**src/rtl/clock_pkg.sv**
```systemverilog
// Shared constants for the pulse train generator: FSM encoding and default widths.
package clock_pkg;
  localparam int CNT_W_DEF = 16;
  localparam int NUM_W_DEF = 8;

  typedef enum logic [1:0] {
    IDLE = 2'd0,
    HIGH = 2'd1,
    LOW  = 2'd2
  } state_e;
endpackage

```
**src/rtl/pulse_train_gen_if.sv**
```systemverilog
// Control/status bundle between a pulse train requester and the generator.
interface pulse_train_gen_if import clock_pkg::*; #(
  parameter int CNT_W = CNT_W_DEF,
  parameter int NUM_W = NUM_W_DEF
);
  logic             start;
  logic             abort;
  logic [CNT_W-1:0] half_period;
  logic [NUM_W-1:0] num_pulses;
  logic             cp;
  logic             pedge;
  logic             nedge;
  logic             busy;
  logic             done;

  modport master (
    output start, abort, half_period, num_pulses,
    input  cp, pedge, nedge, busy, done
  );

  modport slave (
    input  start, abort, half_period, num_pulses,
    output cp, pedge, nedge, busy, done
  );
endinterface

```
**src/rtl/pulse_train_gen_phase_counter.sv**
```systemverilog
// Phase timer: loaded with (cycles - 1) at each phase start, term flags the last cycle.
module phase_counter #(
  parameter int CNT_W = 16
) (
  input  logic             clk,
  input  logic             reset,
  input  logic             load,
  input  logic [CNT_W-1:0] load_val,
  output logic             term
);
  logic [CNT_W-1:0] cnt_q;

  always_ff @(posedge clk or posedge reset) begin
    if (reset)              cnt_q <= '0;
    else if (load)          cnt_q <= load_val;
    else if (cnt_q != '0)   cnt_q <= cnt_q - CNT_W'(1);
  end

  assign term = (cnt_q == '0);
endmodule

```
**src/rtl/pulse_train_gen.sv**
```systemverilog
// Square-wave pulse train generator: IDLE/HIGH/LOW FSM with registered outputs.
module pulse_train_gen import clock_pkg::*; #(
  parameter int CNT_W = CNT_W_DEF,
  parameter int NUM_W = NUM_W_DEF
) (
  input  logic             clk,
  input  logic             reset,
  pulse_train_gen_if.slave bus
);
  state_e           state_q, state_d;
  logic [CNT_W-1:0] hp_q, hp_sel, hp_m1;
  logic [NUM_W-1:0] n_q, pcnt_q;
  logic             cp_q, pedge_q, nedge_q, busy_q, done_q;
  logic             cp_d, pedge_d, nedge_d, busy_d, done_d;
  logic             load, latch, pcnt_inc, term, last;

  // In IDLE the phase length comes straight from the input so the first
  // HIGH phase is timed in the same edge that latches it.
  assign hp_sel = (state_q == IDLE) ? bus.half_period : hp_q;
  assign hp_m1  = (hp_sel == '0) ? '0 : hp_sel - CNT_W'(1);
  // Compare against N-1 so the counter never needs to hold N (no wrap at max N).
  assign last   = (n_q != '0) && (pcnt_q == n_q - NUM_W'(1));

  phase_counter #(.CNT_W(CNT_W)) u_phase (
    .clk      (clk),
    .reset    (reset),
    .load     (load),
    .load_val (hp_m1),
    .term     (term)
  );

  always_comb begin
    state_d  = state_q;
    cp_d     = 1'b0;
    pedge_d  = 1'b0;
    nedge_d  = 1'b0;
    busy_d   = 1'b0;
    done_d   = 1'b0;
    load     = 1'b0;
    latch    = 1'b0;
    pcnt_inc = 1'b0;
    case (state_q)
      IDLE: begin
        if (bus.start && !bus.abort) begin
          state_d = HIGH;
          cp_d    = 1'b1;
          pedge_d = 1'b1;
          busy_d  = 1'b1;
          load    = 1'b1;
          latch   = 1'b1;
        end
      end
      HIGH: begin
        if (bus.abort) begin
          state_d = IDLE;
          nedge_d = 1'b1;
        end else if (term) begin
          state_d = LOW;
          nedge_d = 1'b1;
          busy_d  = 1'b1;
          load    = 1'b1;
        end else begin
          cp_d    = 1'b1;
          busy_d  = 1'b1;
        end
      end
      LOW: begin
        if (bus.abort) begin
          state_d = IDLE;
        end else if (term && last) begin
          state_d = IDLE;
          done_d  = 1'b1;
        end else if (term) begin
          state_d  = HIGH;
          cp_d     = 1'b1;
          pedge_d  = 1'b1;
          busy_d   = 1'b1;
          load     = 1'b1;
          pcnt_inc = (n_q != '0);
        end else begin
          busy_d  = 1'b1;
        end
      end
      default: state_d = IDLE;
    endcase
  end

  always_ff @(posedge clk or posedge reset) begin
    if (reset) begin
      state_q <= IDLE;
      cp_q    <= 1'b0;
      pedge_q <= 1'b0;
      nedge_q <= 1'b0;
      busy_q  <= 1'b0;
      done_q  <= 1'b0;
      hp_q    <= '0;
      n_q     <= '0;
      pcnt_q  <= '0;
    end else begin
      state_q <= state_d;
      cp_q    <= cp_d;
      pedge_q <= pedge_d;
      nedge_q <= nedge_d;
      busy_q  <= busy_d;
      done_q  <= done_d;
      if (latch) begin
        hp_q   <= bus.half_period;
        n_q    <= bus.num_pulses;
        pcnt_q <= '0;
      end else if (pcnt_inc) begin
        pcnt_q <= pcnt_q + NUM_W'(1);
      end
    end
  end

  assign bus.cp    = cp_q;
  assign bus.pedge = pedge_q;
  assign bus.nedge = nedge_q;
  assign bus.busy  = busy_q;
  assign bus.done  = done_q;
endmodule

```
**src/flat_wrapper.sv**
```systemverilog
// flat-port wrapper written by rule: the top's interface ports become plain ports
module pulse_train_gen_flat import clock_pkg::*;
#(
  parameter int CNT_W = CNT_W_DEF,
  parameter int NUM_W = NUM_W_DEF
)
  (clk, reset, bus_start, bus_abort, bus_half_period, bus_num_pulses, bus_cp, bus_pedge, bus_nedge, bus_busy, bus_done);
  pulse_train_gen_if #(.CNT_W(CNT_W), .NUM_W(NUM_W)) bus_i ();
  input  logic clk;
  input  logic reset;
  input wire logic [$bits(bus_i.start)-1:0] bus_start;
  input wire logic [$bits(bus_i.abort)-1:0] bus_abort;
  input wire logic [$bits(bus_i.half_period)-1:0] bus_half_period;
  input wire logic [$bits(bus_i.num_pulses)-1:0] bus_num_pulses;
  output wire logic [$bits(bus_i.cp)-1:0] bus_cp;
  output wire logic [$bits(bus_i.pedge)-1:0] bus_pedge;
  output wire logic [$bits(bus_i.nedge)-1:0] bus_nedge;
  output wire logic [$bits(bus_i.busy)-1:0] bus_busy;
  output wire logic [$bits(bus_i.done)-1:0] bus_done;
  assign bus_i.start = bus_start;
  assign bus_i.abort = bus_abort;
  assign bus_i.half_period = bus_half_period;
  assign bus_i.num_pulses = bus_num_pulses;
  assign bus_cp = bus_i.cp;
  assign bus_pedge = bus_i.pedge;
  assign bus_nedge = bus_i.nedge;
  assign bus_busy = bus_i.busy;
  assign bus_done = bus_i.done;
  pulse_train_gen #(.CNT_W(CNT_W), .NUM_W(NUM_W)) u_core (.clk(clk), .reset(reset), .bus(bus_i));
endmodule
```
**config.mk**
```make
export PLATFORM = sky130hd
export DESIGN_NAME = pulse_train_gen_flat
export DESIGN_NICKNAME = d
export VERILOG_FILES = /design/src/rtl/clock_pkg.sv /design/src/rtl/pulse_train_gen_if.sv /design/src/rtl/pulse_train_gen_phase_counter.sv /design/src/rtl/pulse_train_gen.sv /design/src/flat_wrapper.sv
export SDC_FILE = /design/constraint.sdc
export NUM_CORES = 1
export LEC_CHECK = 0
export ABC_AREA = 1
export BUFFER_PORTS_ARGS = -buffer_cell sky130_fd_sc_hd__buf_4
export CELL_PAD_IN_SITES_DETAIL_PLACEMENT = 0
export CELL_PAD_IN_SITES_GLOBAL_PLACEMENT = 1
export CORE_MARGIN = 10
export CORE_UTILIZATION = 44
export CTS_CLUSTER_SIZE = 20
export DETAILED_ROUTE_END_ITERATION = 7
export PLACE_DENSITY = 0.78
export SYNTH_ARGS = -nofsm -noshare
export SYNTH_HDL_FRONTEND = slang
export SYNTH_SLANG_ARGS = --single-unit
```
**constraint.sdc**
```tcl
create_clock -name clk -period 3 [get_ports clk]
set_clock_uncertainty 0.2 [all_clocks]
set_input_delay 0 -clock clk [delete_from_list [all_inputs] [get_ports clk]]
set_output_delay 0 -clock clk [all_outputs]
set_load 0.01 [all_outputs]
```
==> impl_metrics.toml <==
[status]
status = "completed"

[placed_design]
portBuffers = 32
dp_cells = 663
hpwl_um = 6820
gp_congestion = 0.892

[synth]
synthCells = 533
synth_area_per_cell_um2 = 7.13
ys_seq_area_share_pct = 36.2
netlist-cell-type-count = 37
yosys_warnings = 0
synth_area_um2 = 3800
synth-seq-cells = 55
synth_nets = 566

[drt]
vias = 3416
routedWlPerCell_um = 13.1
antenna_left = 0
firstDrtPassIters = 5
wl_um = 9150
dr.first_iter.drc_count = 202
vias_per_cell = 4.90
drc = 0

[worst_setup_path]
cp.arrival_ps = 2730
crit_buf_inv = 4
start_kind = "register"
critical_path_cell_count = 16
required_ps = 3020
crit_chain = "inv_1 -> ha_2 -> nand2_1 -> nor2_1 -> nand2_1 -> nand2_1 -> nand3_1 -> nor2_1 -> nand2_1 -> nand2_4 -> nand3_2 -> buf_4 -> inv_2 -> o21ai_0 -> nand2_1 -> inv_1"
reg2reg_depth = 16
critPathTopFamily = "simple AND/OR/NAND/NOR gates"
crit_slowest_cell = "dfrtp_1"
path_common_cell = "nand2_1"
endpoint_kind = "register"
slowest_delay_ps = 430
critPathMaxFanout = 29
critPathKind = "reg -> reg"

[floorplanning]
die_w_um = 113
die_h_um = 113
die_area_um2 = 12800
coreArea_um2 = 8300
pin_count = 33
initial_core_util_pct = 45.8
placementRows = 33

[sta]
hold_violations = 0
grt_setup_unrepaired = "false"
slew_viol_final = 0
max_slew_margin_pct = 48.6
setup_violations = 0
whs_ps = 37.7
final.period_utilization_pct = 90.4
finalWorstPathRequiredPeriod_ps = 2710
fmax_ghz = 0.369
worst_pin_slew_ps = 770
finalSetupTns_ps = 0

[final_layout]
syn_to_final_growth_pct = 19.1
layout.nets = 624
drive_gt1_share_pct = 13.5
diodes = 0
post-route-util_pct = 54.5
fin_cells = 697

[clock_tree]
clk_path_buf_depth = 2
htreeDepth = 2
cts_made_buffers = 5
cts_root_buf = "clkbuf_8"
tritoncts = "yes"
clk_pin_slew_ps = 110
clkLatencyLatePin_ps = 310
clock-sinks = 55

[power_and_ir_drop]
seqPwrFrac_pct = 42.8
ir_drop_uv = 225
p_switching_w = 0.000812
cellPowerDensity_nw_per_um2 = 514
power_frac_clock_pct = 25.4
p_comb_share_pct = 31.8
p_int_w = 0.00151
total_power_w = 0.00232
switching_share_pct = 34.9
p_leak_nw = 2.27

[hold_path]
hold_path.class = "in -> reg"
hold_depth = 3

[global_routing]
gr-total-overflow = 0
grt_max_degree = 35
antenna_found_initial = 0
grt_pass1_wl_um = 15300
grt_usage_pct = 14.2
grt_pass1_vias = 3145

[job]
drv_cap = 0
what timing repair did:
item / in CTS / in global routing
hold buffers: 26 / 0
endpoints found under the setup margin: 0 / 2
endpoints found under the hold margin: 66 / 0
resized for setup: 0 / 1
buffers inserted: 0 / 0
final cells by class:
type | count | area [µm²]
clock buffers | 6 | 72.6
clock inverters | 2 | 60.1
fillers | 824 | 3770
inverters | 77 | 289
multi-input cells | 387 | 2040
flip-flops and latches | 55 | 1380
well taps | 105 | 131
repair buffers | 65 | 553
worst paths after layout:
path,startpoint,end,slack (ps)
setup / recovery,u_core.n_q[0]$_DFFE_PP0P_,u_core.u_phase.cnt_q[6]$_DFFE_PP0P_,290
hold reg to reg,u_core.hp_q[9]$_DFFE_PP0P_,u_core.hp_q[9]$_DFFE_PP0P_,290
min in group asynchronous,reset,u_core.n_q[4]$_DFFE_PP0P_,180
hold / removal,bus_start,u_core.bus.pedge$_DFF_PP0_,40
max in group asynchronous,reset,u_core.hp_q[12]$_DFFE_PP0P_,1730
setup reg to reg,u_core.n_q[0]$_DFFE_PP0P_,u_core.u_phase.cnt_q[6]$_DFFE_PP0P_,290
per-stage QoR:
stage,area [µm²],worst slack [ps]
2_1_floorplan,3800,594
3_5_place_dp,4130,264
4_1_cts,4520,242
3_3_place_gp,4130,280
6_report,4530,288
5_1_grt,4530,50.2
synthesized netlist by cell type, drive strengths merged:
master	instances	area (µm²)
nand2	130	500
inv	77	289
nor2	73	319
dfrtp	55	1380
o21ai	48	255
nand3	44	243
a21oi	23	119
xor2	23	201
nand4	14	109
nor3	11	77.6
buf	8	76.3
clkbuf	6	22.5
ha	5	62.6
xnor2	5	51.3
mux2	3	33.8
o211ai	2	15.0
o21a	2	15.0
nand3b	1	7.51
nor4	1	12.5
o21bai	1	7.51
or2	1	6.26
power groups by stage:
stage	Clock (W)	Combinational (W)	Sequential, W
after detailed placement	0	0.000708	0.00101
after floorplan	0	0.000559	0.000984
final	0.000591	0.000739	0.000994
after CTS	0.000611	0.000740	0.000993
after global placement	0	0.000707	0.00100
after global routing	0.000632	0.000850	0.00101
worst min-delay path: stages:
cell and delay, ps:
buf_4 130, nand3_2 300, nand2_1 90
layer usage:
metal	routed length, µm	track usage (%)	part of all wire [%]	up-vias
li1	-	-	-	1812
met3	360	2.85	3.9	7
met5	0	0	0	-
met4	77	3.13	0.84	0
met1	5010	21.7	55	1531
met2	3700	19.5	40	66
kinds of logic after synthesis:
family	after synthesis	synth area share, %
AND/OR/NAND/NOR	275	33.6
flip-flops	55	36.2
XOR/XNOR	28	6.65
multiplexers	3	0.889
buffers and inverters	91	10.2
AO/OA/AOI/OAI	76	10.8
adder cells (fa/ha/maj)	5	1.65
flip-flops by register name, indices dropped and copies added, names as in the netlist:
signal and count:
u_core.hp_q 16, u_core.u_phase.cnt_q 16, u_core.n_q 8, u_core.pcnt_q 8, u_core.state_q 2, u_core.bus.busy 1
u_core.bus.cp 1, u_core.bus.done 1, u_core.bus.nedge 1, u_core.bus.pedge 1
placed cells by master, fill, tap and decap left out, types with 3 or more instances in the layout:
master / count
a21oi_1: 22
buf_4: 39
clkbuf_8: 5
dfrtp_1: 55
dlygate4sd3_1: 26
ha_1: 4
inv_1: 74
inv_2: 3
mux2_2: 3
nand2_1: 127
nand3_1: 40
nand3_2: 3
nand4_1: 12
nor2_1: 65
nor2_2: 3
nor2_4: 5
nor3_1: 9
o21ai_0: 37
o21ai_1: 7
o21ai_2: 4
xnor2_1: 4
xor2_1: 23
Power figures use the tool's default switching activity.
